$ cat src/rtl/spy_readout_sequencer.sv
// spy_readout_sequencer
//   Snapshot-and-drain controller for one spy buffer channel. A trigger
//   freezes the spy memory, waits FREEZE_SETTLE cycles for in-flight writes
//   to land, then latches the window (oldest word .. newest word). The
//   window is read out through the one-cycle-latency read port into a
//   2-entry fall-through FIFO and streamed downstream over valid/ready.
//   Freeze is released when the readout completes or is aborted.
//
// Optional feature macro: SPY_READOUT_HEADER_EN
//   When defined, a header word {1, 8'hF0, zeros, word_count} precedes
//   the data words of every readout.
//
// Ports
//   clock, reset       single clock, synchronous active-high reset
//   trigger, abort     start a readout (IDLE only) / cancel one (any state)
//   mem_wptr           spy memory next-write address
//   mem_looped         spy memory has wrapped at least once
//   freeze             freeze request to the spy buffer controller
//   read_addr          spy memory read address
//   read_enable        read strobe, read_data valid exactly one cycle later
//   read_data          spy memory read data
//   out_data           streamed word (MSB = metadata flag)
//   out_valid          out_data valid
//   out_ready          downstream accept
//   out_last           final word of the readout
//   word_count         words latched for the current readout
//   busy               high in any state except IDLE
//   done               one-cycle pulse on normal completion
module spy_readout_sequencer #(
   parameter int DATAWIDTH     = 64,
   parameter int MEMWIDTH      = 6,
   parameter int FREEZE_SETTLE = 2
) (
   input  logic                  clock,
   input  logic                  reset,
   input  logic                  trigger,
   input  logic                  abort,
   input  logic [MEMWIDTH-1:0]   mem_wptr,
   input  logic                  mem_looped,
   output logic                  freeze,
   output logic [MEMWIDTH-1:0]   read_addr,
   output logic                  read_enable,
   input  logic [DATAWIDTH:0]    read_data,
   output logic [DATAWIDTH:0]    out_data,
   output logic                  out_valid,
   input  logic                  out_ready,
   output logic                  out_last,
   output logic [MEMWIDTH:0]     word_count,
   output logic                  busy,
   output logic                  done
);

   localparam int CW = MEMWIDTH + 1;
   localparam int SW = (FREEZE_SETTLE > 1) ? $clog2(FREEZE_SETTLE) : 1;
   localparam logic [CW-1:0] FULL_COUNT  = {1'b1, {MEMWIDTH{1'b0}}};
   localparam logic [CW-1:0] ONE_C       = {{MEMWIDTH{1'b0}}, 1'b1};
   localparam logic [SW-1:0] SETTLE_LAST = SW'(FREEZE_SETTLE - 1);

   typedef enum logic [2:0] {
      S_IDLE   = 3'd0,
      S_SETTLE = 3'd1,
      S_READ   = 3'd2,
      S_DRAIN  = 3'd3,
      S_DONE   = 3'd4
   } state_t;

   state_t                state_q, state_d;
   logic [SW-1:0]         settle_cnt_q, settle_cnt_d;
   logic [MEMWIDTH-1:0]   start_q, start_d;
   logic [CW-1:0]         count_q, count_d;
   logic [CW-1:0]         issued_q, issued_d;
   logic [CW-1:0]         word_count_q, word_count_d;
   logic                  inflight_q, inflight_d;
   logic                  inflight_last_q, inflight_last_d;
   logic [DATAWIDTH:0]    fifo_data_q [2];
   logic [DATAWIDTH:0]    fifo_data_d [2];
   logic                  fifo_last_q [2];
   logic                  fifo_last_d [2];
   logic                  fifo_rd_q, fifo_rd_d;
   logic                  fifo_wr_q, fifo_wr_d;
   logic [1:0]            fifo_occ_q, fifo_occ_d;

   logic                  settle_exit_s;
   logic [MEMWIDTH-1:0]   lat_start_s;
   logic [CW-1:0]         lat_count_s;
   logic                  read_ok_s;
   logic                  last_read_s;
   logic                  fifo_empty_s;
   logic                  head_valid_s;
   logic [DATAWIDTH:0]    head_data_s;
   logic                  head_last_s;
   logic                  pop_s;
   logic                  data_push_s;
   logic                  hdr_push_s;
   logic                  push_s;
   logic [DATAWIDTH:0]    push_data_s;
   logic                  push_last_s;
   logic [DATAWIDTH:0]    hdr_word_s;

   // Window latch values, read-issue qualification and FIFO head selection.
   always_comb begin
      settle_exit_s = (state_q == S_SETTLE) && (settle_cnt_q == SETTLE_LAST);
      if (mem_looped) begin
         lat_start_s = mem_wptr;
         lat_count_s = FULL_COUNT;
      end else begin
         lat_start_s = {MEMWIDTH{1'b0}};
         lat_count_s = {1'b0, mem_wptr};
      end
      // At most two words may be stored or on their way back from memory.
      read_ok_s   = (state_q == S_READ) && !abort && (issued_q != count_q) &&
                    ((fifo_occ_q + {1'b0, inflight_q}) < 2'd2);
      last_read_s = read_ok_s && ((issued_q + ONE_C) == count_q);
      fifo_empty_s = (fifo_occ_q == 2'd0);
      // Fall-through: returning read data is presented the cycle it arrives.
      if (!fifo_empty_s) begin
         head_data_s = fifo_data_q[fifo_rd_q];
         head_last_s = fifo_last_q[fifo_rd_q];
      end else begin
         head_data_s = read_data;
         head_last_s = inflight_last_q;
      end
      head_valid_s = !fifo_empty_s || inflight_q;
      pop_s        = head_valid_s && out_ready && !fifo_empty_s;
      // Store returning data unless it leaves straight through the bypass.
      data_push_s  = inflight_q && !(fifo_empty_s && out_ready);
   end

`ifdef SPY_READOUT_HEADER_EN
   // Header word built from the count being latched this cycle.
   always_comb begin
      hdr_word_s                   = {(DATAWIDTH+1){1'b0}};
      hdr_word_s[DATAWIDTH]        = 1'b1;
      hdr_word_s[DATAWIDTH-1 -: 8] = 8'hF0;
      hdr_word_s[MEMWIDTH:0]       = lat_count_s;
      hdr_push_s                   = settle_exit_s;
   end
`else
   // No header in this build.
   always_comb begin
      hdr_word_s = {(DATAWIDTH+1){1'b0}};
      hdr_push_s = 1'b0;
   end
`endif

   // FIFO write port: header on window latch, otherwise returning read data.
   always_comb begin
      push_s = data_push_s || hdr_push_s;
      if (hdr_push_s) begin
         push_data_s = hdr_word_s;
         push_last_s = (lat_count_s == {CW{1'b0}});
      end else begin
         push_data_s = read_data;
         push_last_s = inflight_last_q;
      end
   end

   // Next-state logic of the readout FSM; abort overrides every transition.
   always_comb begin
      state_d = state_q;
      case (state_q)
         S_IDLE: begin
            if (trigger) state_d = S_SETTLE;
            else         state_d = S_IDLE;
         end
         S_SETTLE: begin
            if (settle_exit_s) begin
               if (lat_count_s == {CW{1'b0}}) state_d = S_DONE;
               else                           state_d = S_READ;
            end else begin
               state_d = S_SETTLE;
            end
         end
         S_READ: begin
            if (last_read_s) state_d = S_DRAIN;
            else             state_d = S_READ;
         end
         S_DRAIN: begin
            if (fifo_empty_s && !inflight_q) state_d = S_DONE;
            else                             state_d = S_DRAIN;
         end
         S_DONE: begin
            // Waits only when a header-only readout is still queued.
            if (fifo_empty_s) state_d = S_IDLE;
            else              state_d = S_DONE;
         end
         default: state_d = S_IDLE;
      endcase
      if (abort) state_d = S_IDLE;
      else       state_d = state_d;
   end

   // Settle timer, window registers, read counter and in-flight tracking.
   always_comb begin
      if (state_q == S_SETTLE) settle_cnt_d = settle_cnt_q + SW'(1);
      else                     settle_cnt_d = {SW{1'b0}};
      if (settle_exit_s) begin
         start_d      = lat_start_s;
         count_d      = lat_count_s;
         word_count_d = lat_count_s;
         issued_d     = {CW{1'b0}};
      end else begin
         start_d      = start_q;
         count_d      = count_q;
         word_count_d = word_count_q;
         if (read_ok_s) issued_d = issued_q + ONE_C;
         else           issued_d = issued_q;
      end
      // read_ok_s is already low on abort, so late data is never captured.
      inflight_d      = read_ok_s;
      inflight_last_d = last_read_s;
   end

   // FIFO pointers, occupancy and storage; abort flushes it.
   always_comb begin
      fifo_data_d = fifo_data_q;
      fifo_last_d = fifo_last_q;
      fifo_rd_d   = fifo_rd_q;
      fifo_wr_d   = fifo_wr_q;
      fifo_occ_d  = fifo_occ_q;
      if (abort) begin
         fifo_rd_d  = 1'b0;
         fifo_wr_d  = 1'b0;
         fifo_occ_d = 2'd0;
      end else begin
         if (push_s) begin
            fifo_data_d[fifo_wr_q] = push_data_s;
            fifo_last_d[fifo_wr_q] = push_last_s;
            fifo_wr_d              = ~fifo_wr_q;
         end else begin
            fifo_wr_d = fifo_wr_q;
         end
         if (pop_s) fifo_rd_d = ~fifo_rd_q;
         else       fifo_rd_d = fifo_rd_q;
         case ({push_s, pop_s})
            2'b10:   fifo_occ_d = fifo_occ_q + 2'd1;
            2'b01:   fifo_occ_d = fifo_occ_q - 2'd1;
            default: fifo_occ_d = fifo_occ_q;
         endcase
      end
   end

   // State and datapath registers.
   always_ff @(posedge clock) begin
      if (reset) begin
         state_q         <= S_IDLE;
         settle_cnt_q    <= {SW{1'b0}};
         start_q         <= {MEMWIDTH{1'b0}};
         count_q         <= {CW{1'b0}};
         issued_q        <= {CW{1'b0}};
         word_count_q    <= {CW{1'b0}};
         inflight_q      <= 1'b0;
         inflight_last_q <= 1'b0;
         fifo_data_q[0]  <= {(DATAWIDTH+1){1'b0}};
         fifo_data_q[1]  <= {(DATAWIDTH+1){1'b0}};
         fifo_last_q[0]  <= 1'b0;
         fifo_last_q[1]  <= 1'b0;
         fifo_rd_q       <= 1'b0;
         fifo_wr_q       <= 1'b0;
         fifo_occ_q      <= 2'd0;
      end else begin
         state_q         <= state_d;
         settle_cnt_q    <= settle_cnt_d;
         start_q         <= start_d;
         count_q         <= count_d;
         issued_q        <= issued_d;
         word_count_q    <= word_count_d;
         inflight_q      <= inflight_d;
         inflight_last_q <= inflight_last_d;
         fifo_data_q     <= fifo_data_d;
         fifo_last_q     <= fifo_last_d;
         fifo_rd_q       <= fifo_rd_d;
         fifo_wr_q       <= fifo_wr_d;
         fifo_occ_q      <= fifo_occ_d;
      end
   end

   // Output decode from state and FIFO head.
   always_comb begin
      freeze      = (state_q == S_SETTLE) || (state_q == S_READ) || (state_q == S_DRAIN);
      busy        = (state_q != S_IDLE);
      done        = (state_q == S_DONE) && fifo_empty_s && !abort;
      read_enable = read_ok_s;
      if (state_q == S_READ) read_addr = start_q + issued_q[MEMWIDTH-1:0];
      else                   read_addr = {MEMWIDTH{1'b0}};
      out_valid   = head_valid_s;
      if (head_valid_s) begin
         out_data = head_data_s;
         out_last = head_last_s;
      end else begin
         out_data = {(DATAWIDTH+1){1'b0}};
         out_last = 1'b0;
      end
      word_count  = word_count_q;
   end

endmodule

$ cat config.mk
export PLATFORM = sky130hd
export DESIGN_NAME = spy_readout_sequencer
export DESIGN_NICKNAME = d
export VERILOG_FILES = /design/src/rtl/spy_readout_sequencer.sv
export SDC_FILE = /design/constraint.sdc
export NUM_CORES = 1
export LEC_CHECK = 0
export CORE_MARGIN = 4
export CORE_UTILIZATION = 40
export CTS_CLUSTER_DIAMETER = 120
export CTS_CLUSTER_SIZE = 28
export DETAILED_ROUTE_END_ITERATION = 6
export GPL_ROUTABILITY_DRIVEN = 0
export PLACE_DENSITY = 0.65
export SYNTH_ARGS = -nofsm -noshare
export SYNTH_HDL_FRONTEND = slang
export SYNTH_SLANG_ARGS = --single-unit
$ cat constraint.sdc
create_clock -name clock -period 2.8 [get_ports clock]
set_clock_uncertainty 0.2 [all_clocks]
set_input_delay 0.56 -clock clock [delete_from_list [all_inputs] [get_ports clock]]
set_output_delay 0.56 -clock clock [all_outputs]
set_load 0.03 [all_outputs]
==> flow_summary.html, run 1 <==
<table>
<tr><th>Metric</th><th>Value</th></tr>
<tr><th colspan="2">Run status</th></tr>
<tr><td>Outcome</td><td>finished clean</td></tr>
<tr><th colspan="2">Global routing</th></tr>
<tr><td>Remaining global-route overflow</td><td>0</td></tr>
<tr><td>Pin count of the biggest net entering global routing</td><td>149</td></tr>
<tr><td>Number of global-route vias before repair</td><td>6,685</td></tr>
<tr><td>Global-route total usage across every layer</td><td>19.0%</td></tr>
<tr><td>Number of antenna violations at the first check in global routing</td><td>0</td></tr>
<tr><td>Wire length of the first global-routing pass</td><td>34.0 mm</td></tr>
<tr><th colspan="2">Pwr</th></tr>
<tr><td>Pwr per Cell Area</td><td>474 nW/um^2</td></tr>
<tr><td>Clock power share</td><td>47.6%</td></tr>
<tr><td>Leakage power summed over all cells</td><td>3.61 nW</td></tr>
<tr><td>Comb pwr share</td><td>4.6%</td></tr>
<tr><td>Worst IR drop on VDD</td><td>0.000399 V</td></tr>
<tr><td>Sequential Power Share</td><td>47.8%</td></tr>
<tr><td>Switching power total</td><td>1.04 mW</td></tr>
<tr><td>Proportion of total power due to net switching</td><td>21.5%</td></tr>
<tr><td>Int Pwr</td><td>3.79 mW</td></tr>
<tr><th colspan="2">Worst hold path</th></tr>
<tr><td>Endpoint of the worst hold path</td><td>settle_cnt_q</td></tr>
<tr><td>Hold-critical path depth</td><td>1</td></tr>
<tr><td>Worst min-delay path class</td><td>reg -&gt; reg</td></tr>
<tr><td>Startpoint of the worst hold path</td><td>settle_cnt_q</td></tr>
<tr><th colspan="2">Timing</th></tr>
<tr><td>Worst relative slew slack</td><td>25.2%</td></tr>
<tr><td>Max Freq</td><td>363 MHz</td></tr>
<tr><td>Number of endpoints with negative hold slack in the final report</td><td>0</td></tr>
<tr><td>Period utilisation layout</td><td>98.3%</td></tr>
<tr><td>Fin crit period</td><td>2750 ps</td></tr>
<tr><td>Final total negative setup slack</td><td>0 ps</td></tr>
<tr><td>Fin Hold WS</td><td>238 ps</td></tr>
<tr><td>Least setup slack across all paths after layout</td><td>47.2 ps</td></tr>
<tr><td>Transition time of the tightest slew-check pin</td><td>1120 ps</td></tr>
<tr><td>Setup repair after global routing missed its margin</td><td>true</td></tr>
<tr><td>Setup violators final</td><td>0</td></tr>
<tr><td>Final Slew Violations</td><td>0</td></tr>
<tr><th colspan="2">Clock network</th></tr>
<tr><td>H-tree lvl count</td><td>4</td></tr>
<tr><td>Total CTS buffers</td><td>17</td></tr>
<tr><td>Clock network latency to the later pin of the worst-skew pair</td><td>420 ps</td></tr>
<tr><td>CTS tree</td><td>done</td></tr>
<tr><td>Root cell of the clock tree</td><td>sky130_fd_sc_hd__clkbuf_16</td></tr>
<tr><td>Clock net sink count</td><td>162</td></tr>
<tr><td>Clock Pin Slew Worst Setup and Hold Paths</td><td>70 ps</td></tr>
<tr><td>Hold Buf Count CTS</td><td>0</td></tr>
<tr><td>Maximum root-to-sink buffer count</td><td>2</td></tr>
<tr><th colspan="2">Synthesis</th></tr>
<tr><td>Cells taking the most area after synthesis</td><td>sky130_fd_sc_hd__dfxtp_1 42%, sky130_fd_sc_hd__nand2_1 13%, sky130_fd_sc_hd__a21oi_1 9.3%</td></tr>
<tr><td>Count of flip-flops with a built-in enable after synthesis</td><td>0</td></tr>
<tr><td>Yosys top cell area share</td><td>42.4%</td></tr>
<tr><td>Most common flop cell mapped by yosys</td><td>sky130_fd_sc_hd__dfxtp_1</td></tr>
<tr><td>Top cell types by occurrence after synthesis</td><td>274 x sky130_fd_sc_hd__nand2_1, 162 x sky130_fd_sc_hd__dfxtp_1, 142 x sky130_fd_sc_hd__a21oi_1</td></tr>
<tr><td>Share of async-settable or async-resettable flops after synthesis</td><td>0%</td></tr>
<tr><td>Post-synthesis area per instance</td><td>7.71 um^2</td></tr>
<tr><td>Yosys warnings</td><td>0</td></tr>
<tr><td>Distinct cell type count after synthesis</td><td>48</td></tr>
<tr><td>Syn_nets</td><td>1,077</td></tr>
<tr><td>Largest area contributor in the netlist</td><td>sky130_fd_sc_hd__dfxtp_1</td></tr>
<tr><td>Number of synthesized register bits</td><td>162</td></tr>
<tr><td>Syn Inst Count</td><td>992</td></tr>
<tr><td>Most common cell in the synthesized netlist</td><td>sky130_fd_sc_hd__nand2_1</td></tr>
<tr><td>Total standard cell area after synthesis</td><td>7650 um^2</td></tr>
<tr><td>Proportion of synthesized chip area in sequential cells</td><td>42.4%</td></tr>
<tr><th colspan="2">Routing</th></tr>
<tr><td>Number of routed nets with antenna violations</td><td>0</td></tr>
<tr><td>Residual DRC count</td><td>0</td></tr>
<tr><td>Starting DRC count in detailed routing</td><td>358</td></tr>
<tr><td>Routed via count</td><td>7,113</td></tr>
<tr><td>Detailed-route wire length</td><td>20.6 mm</td></tr>
<tr><td>Detailed-route vias per instance</td><td>5.18</td></tr>
<tr><td>WL/cell</td><td>15.0 um</td></tr>
<tr><td>Router iterations before antenna repair</td><td>5</td></tr>
<tr><th colspan="2">Final layout</th></tr>
<tr><td>P&amp;R area growth vs syn</td><td>33.2%</td></tr>
<tr><td>Final design area excluding fillers</td><td>10,200 um^2</td></tr>
<tr><td>Filler-free cell count of the finished design</td><td>1,374</td></tr>
<tr><td>Net count of the finished layout</td><td>1,213</td></tr>
<tr><td>Antenna Diode Count</td><td>0</td></tr>
<tr><td>Share of cells above drive strength 1</td><td>9.39%</td></tr>
<tr><th colspan="2">Setup path</th></tr>
<tr><td>End of the worst register-to-register path</td><td>fifo_data_q[110]</td></tr>
<tr><td>Crit Path Class</td><td>reg -&gt; out</td></tr>
<tr><td>Register-to-register path setup slack</td><td>570 ps</td></tr>
<tr><td>Critical path launch point type</td><td>flip-flop</td></tr>
<tr><td>Endpoint kind of the worst setup timing path</td><td>primary output</td></tr>
<tr><td>Worst path arrival time</td><td>1990 ps</td></tr>
<tr><td>R2r worst-path depth</td><td>6</td></tr>
<tr><td>R2R Path Start</td><td>fifo_occ_q[1]</td></tr>
<tr><td>Data required time of the critical path</td><td>2040 ps</td></tr>
<tr><td>CP Max Fanout</td><td>2</td></tr>
<tr><th colspan="2">Die</th></tr>
<tr><td>Core Rows</td><td>50</td></tr>
<tr><td>Chip Height</td><td>146 um</td></tr>
<tr><td>Die Width</td><td>146 um</td></tr>
<tr><td>Count of pins on the block boundary</td><td>161</td></tr>
<tr><td>Total die area</td><td>21,400 um^2</td></tr>
<tr><td>Core outline area</td><td>18,800 um^2</td></tr>
<tr><td>Effective utilization at floorplan</td><td>40.8%</td></tr>
<tr><th colspan="2">Place</th></tr>
<tr><td>Worst slack at placement</td><td>35.6 ps</td></tr>
<tr><td>Post-detailed-placement half-perimeter wirelength</td><td>13.5 mm</td></tr>
<tr><td>Number of placed cells counting well taps</td><td>1,342</td></tr>
<tr><td>Placed instance area</td><td>9650 um^2</td></tr>
<tr><td>IO buf count</td><td>160</td></tr>
<tr><th colspan="2">Run</th></tr>
<tr><td>Max-cap violations</td><td>0</td></tr>
</table>
==> worst max path at each step <==
stage / start / to / depth (start not counted)
finish: start_q[0] / read_addr[4] / 7
detailed placement: read_data[17] / out_data[17] / 4
CTS: start_q[1] / read_addr[3] / 6
floorplan: fifo_rd_q / out_data[35] / 5
global placement: read_data[17] / out_data[17] / 4
global route: start_q[0] / read_addr[4] / 7
==> cell families (layout without fill, tap and decap cells) <==
| family | Yosys count | in the layout | share of synthesized area (%) |
|---|---|---|---|
| xor gates and xnor gates | 25 | 25 | 2.86 |
| adders and majority gates | 8 | 8 | 1.41 |
| muxes | 68 | 68 | 8.90 |
| DFF | 162 | 162 | 42.4 |
| AOI/OAI and AO/OA | 236 | 236 | 16.7 |
| buffers and inverters | 88 | 236 | 4.71 |
| and+or+nand+nor | 405 | 405 | 23.0 |
==> final cells by class <==
cell class,count,area (um^2)
clock buffer,20,457
clock inverter,11,129
fill,1816,8580
inverter,5,18.8
multi-input combinational,742,4100
sequential,162,3250
tap,234,293
timing repair buffer,200,1940
==> placed cells by master, fill, tap and decap left out, types with 4 or more instances in the layout <==
master,synthesis,final
sky130_fd_sc_hd__o21ai_0,68,67
sky130_fd_sc_hd__dlygate4sd2_1,0,66
sky130_fd_sc_hd__buf_12,0,12
sky130_fd_sc_hd__nand3_1,71,71
sky130_fd_sc_hd__clkbuf_16,0,17
sky130_fd_sc_hd__nor2_1,16,15
sky130_fd_sc_hd__a22o_1,11,11
sky130_fd_sc_hd__nor3_1,9,8
sky130_fd_sc_hd__dfxtp_1,162,156
sky130_fd_sc_hd__inv_1,5,5
sky130_fd_sc_hd__ha_1,7,6
sky130_fd_sc_hd__nor3_2,4,5
sky130_fd_sc_hd__dfxtp_2,0,5
sky130_fd_sc_hd__xnor2_1,11,11
sky130_fd_sc_hd__mux2i_1,68,68
sky130_fd_sc_hd__a21oi_1,142,140
sky130_fd_sc_hd__buf_4,1,37
sky130_fd_sc_hd__xor2_1,14,14
sky130_fd_sc_hd__nand2b_1,5,5
sky130_fd_sc_hd__a21o_1,4,4
sky130_fd_sc_hd__nand2_1,274,274
sky130_fd_sc_hd__clkdlybuf4s50_1,0,84
==> per-stage QoR <==
| stage | util [%] | total power [mW] |
|---|---|---|
| after floorplan | - | 2.41 |
| after global placement | 51.4 | 2.58 |
| after detailed placement | 51.4 | 2.58 |
| after CTS | 54.2 | 4.88 |
| after global routing | 54.3 | 4.99 |
| final | 54.3 | 4.82 |
==> critical path, stage by stage, from the launching register on <==
cell and delay, ps:
sky130_fd_sc_hd__dfxtp_2 340, sky130_fd_sc_hd__ha_4 160, sky130_fd_sc_hd__fa_2 380, sky130_fd_sc_hd__a21o_1 200
sky130_fd_sc_hd__a21oi_2 120, sky130_fd_sc_hd__xor2_1 170, sky130_fd_sc_hd__nor2_1 60, sky130_fd_sc_hd__buf_4 160
==> flip-flops by register name, indices dropped and copies added (netlist names) <==
register / cells
fifo_data_q: 130
issued_q: 7
word_count: 7
start_q: 6
state_q: 3
fifo_last_q: 2
fifo_occ_q: 2
fifo_rd_q: 1
fifo_wr_q: 1
inflight_last_q: 1
inflight_q: 1
settle_cnt_q: 1
==> per-layer routing <==
metal	routed length, um	vias up	global-route usage (%)
met3	901	13	3.72
li1	-	3634	-
met5	0	-	0
met1	10100	3310	26.2
met4	221	0	5.22
met2	9340	156	30.6
==> power groups by stage <==
stage	clock [mW]	combinational, mW	sequential (mW)
after floorplan	0	0.0531	2.36
after global placement	0	0.220	2.36
after detailed placement	0	0.221	2.36
after CTS	2.35	0.222	2.31
after global routing	2.45	0.238	2.30
final	2.30	0.222	2.31
==> repair_timing <==
| item | 4_1_cts | 5_1_grt |
|---|---|---|
| resized for setup | 73 | 7 |
| endpoints found under the setup margin | 68 | 4 |
| pin swaps | 4 | 0 |
| buffers inserted | 0 | 1 |
| hold endpoints to repair | 0 | 0 |
Note: power is estimated with default switching activity, not from simulation.
==> run 2, diff against run 1 <==
Settings changed: CAP_MARGIN from default to 30, SLEW_MARGIN from default to 15.
==> flow_summary.html, run 2 (same netlist as run 1, synthesis figures left out) <==
<table>
<tr><th>Metric</th><th>Value</th></tr>
<tr><th colspan="2">Setup path</th></tr>
<tr><td>Critical path launch point type</td><td>flip-flop</td></tr>
<tr><td>Worst path arrival time</td><td>1950 ps</td></tr>
<tr><td>Data required time of the critical path</td><td>2040 ps</td></tr>
<tr><td>Crit Path Class</td><td>reg -&gt; out</td></tr>
<tr><td>Endpoint kind of the worst setup timing path</td><td>primary output</td></tr>
<tr><td>CP Max Fanout</td><td>2</td></tr>
<tr><th colspan="2">Final layout</th></tr>
<tr><td>Final design area excluding fillers</td><td>10,200 um^2</td></tr>
<tr><td>Most frequent standard cell in the layout excluding fill and tap cells</td><td>sky130_fd_sc_hd__nand2_1</td></tr>
<tr><td>Share of cells above drive strength 1</td><td>9.29%</td></tr>
<tr><td>P&amp;R area growth vs syn</td><td>33.3%</td></tr>
<tr><td>Antenna Diode Count</td><td>0</td></tr>
<tr><td>Register containing the most flip-flops in the final layout</td><td>fifo_data_q</td></tr>
<tr><td>Highest-count cells in the layout ignoring fill and taps</td><td>274 x sky130_fd_sc_hd__nand2_1, 157 x sky130_fd_sc_hd__dfxtp_1, 140 x sky130_fd_sc_hd__a21oi_1</td></tr>
<tr><td>Net count of the finished layout</td><td>1,214</td></tr>
<tr><td>Max reg flops</td><td>130</td></tr>
<tr><th colspan="2">Clock network</th></tr>
<tr><td>Clock network latency to the later pin of the worst-skew pair</td><td>420 ps</td></tr>
<tr><td>Root cell of the clock tree</td><td>sky130_fd_sc_hd__clkbuf_16</td></tr>
<tr><td>Total CTS buffers</td><td>17</td></tr>
<tr><td>Clock net sink count</td><td>162</td></tr>
<tr><td>Hold Buf Count CTS</td><td>0</td></tr>
<tr><td>Maximum root-to-sink buffer count</td><td>2</td></tr>
<tr><td>CTS tree</td><td>done</td></tr>
<tr><td>Clock Pin Slew Worst Setup and Hold Paths</td><td>70 ps</td></tr>
<tr><td>H-tree lvl count</td><td>4</td></tr>
<tr><th colspan="2">Timing</th></tr>
<tr><td>Transition time of the tightest slew-check pin</td><td>742 ps</td></tr>
<tr><td>Number of endpoints with negative hold slack in the final report</td><td>0</td></tr>
<tr><td>Max Freq</td><td>369 MHz</td></tr>
<tr><td>Final Slew Violations</td><td>0</td></tr>
<tr><td>Fin crit period</td><td>2710 ps</td></tr>
<tr><td>Worst relative slew slack</td><td>50.5%</td></tr>
<tr><td>Fin Hold WS</td><td>238 ps</td></tr>
<tr><td>Setup repair after global routing missed its margin</td><td>false</td></tr>
<tr><td>Period utilisation layout</td><td>96.9%</td></tr>
<tr><td>Final total negative setup slack</td><td>0 ps</td></tr>
<tr><td>Setup violators final</td><td>0</td></tr>
<tr><td>Least setup slack across all paths after layout</td><td>87.5 ps</td></tr>
<tr><th colspan="2">Global routing</th></tr>
<tr><td>Remaining global-route overflow</td><td>0</td></tr>
<tr><td>Pin count of the biggest net entering global routing</td><td>149</td></tr>
<tr><td>Number of global-route vias before repair</td><td>6,626</td></tr>
<tr><td>Number of antenna violations at the first check in global routing</td><td>0</td></tr>
<tr><td>Global-route total usage across every layer</td><td>18.8%</td></tr>
<tr><td>Wire length of the first global-routing pass</td><td>33.5 mm</td></tr>
<tr><th colspan="2">Die</th></tr>
<tr><td>Core outline area</td><td>18,800 um^2</td></tr>
<tr><td>Effective utilization at floorplan</td><td>40.8%</td></tr>
<tr><td>Count of pins on the block boundary</td><td>161</td></tr>
<tr><td>Core Rows</td><td>50</td></tr>
<tr><td>Die Width</td><td>146 um</td></tr>
<tr><td>Chip Height</td><td>146 um</td></tr>
<tr><td>Total die area</td><td>21,400 um^2</td></tr>
<tr><th colspan="2">Routing</th></tr>
<tr><td>Detailed-route wire length</td><td>20.8 mm</td></tr>
<tr><td>Starting DRC count in detailed routing</td><td>362</td></tr>
<tr><td>Routed via count</td><td>7,151</td></tr>
<tr><td>Detailed-route vias per instance</td><td>5.20</td></tr>
<tr><td>Router iterations before antenna repair</td><td>7</td></tr>
<tr><td>Number of routed nets with antenna violations</td><td>0</td></tr>
<tr><td>WL/cell</td><td>15.2 um</td></tr>
<tr><td>Residual DRC count</td><td>0</td></tr>
<tr><th colspan="2">Run</th></tr>
<tr><td>Max-cap violations</td><td>0</td></tr>
<tr><th colspan="2">Place</th></tr>
<tr><td>Worst slack at placement</td><td>43.2 ps</td></tr>
<tr><td>IO buf count</td><td>160</td></tr>
<tr><td>Placed instance area</td><td>9660 um^2</td></tr>
<tr><td>Post-detailed-placement half-perimeter wirelength</td><td>13.6 mm</td></tr>
<tr><th colspan="2">Pwr</th></tr>
<tr><td>Final Power</td><td>4.83 mW</td></tr>
<tr><td>Pwr per Cell Area</td><td>474 nW/um^2</td></tr>
<tr><td>Leakage power summed over all cells</td><td>3.61 nW</td></tr>
<tr><td>Worst IR drop on VDD</td><td>0.000407 V</td></tr>
<tr><th colspan="2">Run status</th></tr>
<tr><td>Outcome</td><td>finished clean</td></tr>
<tr><th colspan="2">Worst hold path</th></tr>
<tr><td>Worst min-delay path class</td><td>reg -&gt; reg</td></tr>
</table>
[run 2: changes by cell type in the layout (fill, tap and decap cells not counted)]
cell                              previous run  this run
sky130_fd_sc_hd__buf_4                      37        38
sky130_fd_sc_hd__clkbuf_2                    1         0
sky130_fd_sc_hd__clkdlybuf4s15_1             0         1
sky130_fd_sc_hd__dfxtp_1                   156       157
sky130_fd_sc_hd__dfxtp_2                     5         4
sky130_fd_sc_hd__o21ai_0                    67        68
sky130_fd_sc_hd__o21ai_1                     1         0
[run 2: power by group]
part / switching (mW) / internal [mW]
Sequential: 0.00129 / 2.30
Clock: 0.941 / 1.36
Combinational: 0.103 / 0.120
[run 2: critical path, cell delays in order, from the launching register on]
cell and delay, ps:
sky130_fd_sc_hd__dfxtp_2 330, sky130_fd_sc_hd__ha_4 160, sky130_fd_sc_hd__fa_2 360, sky130_fd_sc_hd__a21o_1 200, sky130_fd_sc_hd__a21oi_2 120, sky130_fd_sc_hd__xor2_1 150, sky130_fd_sc_hd__nor2_1 50, sky130_fd_sc_hd__buf_4 160
[run 2: stage by stage]
| step | utilization [%] | cells |
|---|---|---|
| 2_1_floorplan | - | 992 |
| 3_3_place_gp | 51.4 | 1342 |
| 3_5_place_dp | 51.5 | 1343 |
| 4_1_cts | 54.2 | 1374 |
| 5_1_grt | 54.3 | 1375 |
| 6_report | 54.3 | 1375 |
[run 2: what timing repair did]
action / CTS / global route
pin swaps: 3 / 3
resized for setup: 71 / 6
setup buffers: 0 / 1
endpoints found under the setup margin: 68 / 5
[run 2: area by class of cell]
type                    count  area [um^2]
repair buffers            201         1950
multi-input cells         742         4100
clock inverters            11          129
fillers                  1834         8570
well taps                 234          293
flip-flops and latches    162         3250
clock buffers              20          457
inverters                   5         18.8
[run 2: worst paths after layout]
check / startpoint / end / slack [ps] / depth (start not counted)
worst max-delay path: start_q[0] / read_addr[4] / 90 / 7
worst min-delay path: settle_cnt_q / settle_cnt_q / 240 / 1
worst max register to register: fifo_occ_q[1] / fifo_data_q[110] / 580 / 6
worst min register to register: settle_cnt_q / settle_cnt_q / 240 / 1
[run 2: metal layers]
layer / vias to the layer above / wire (um) / GRT usage, %
met5: - / 0 / 0
met4: 0 / 203 / 4.89
met3: 14 / 976 / 3.72
met2: 163 / 9610 / 30.5
met1: 3339 / 10000 / 25.8
li1: 3635 / - / -
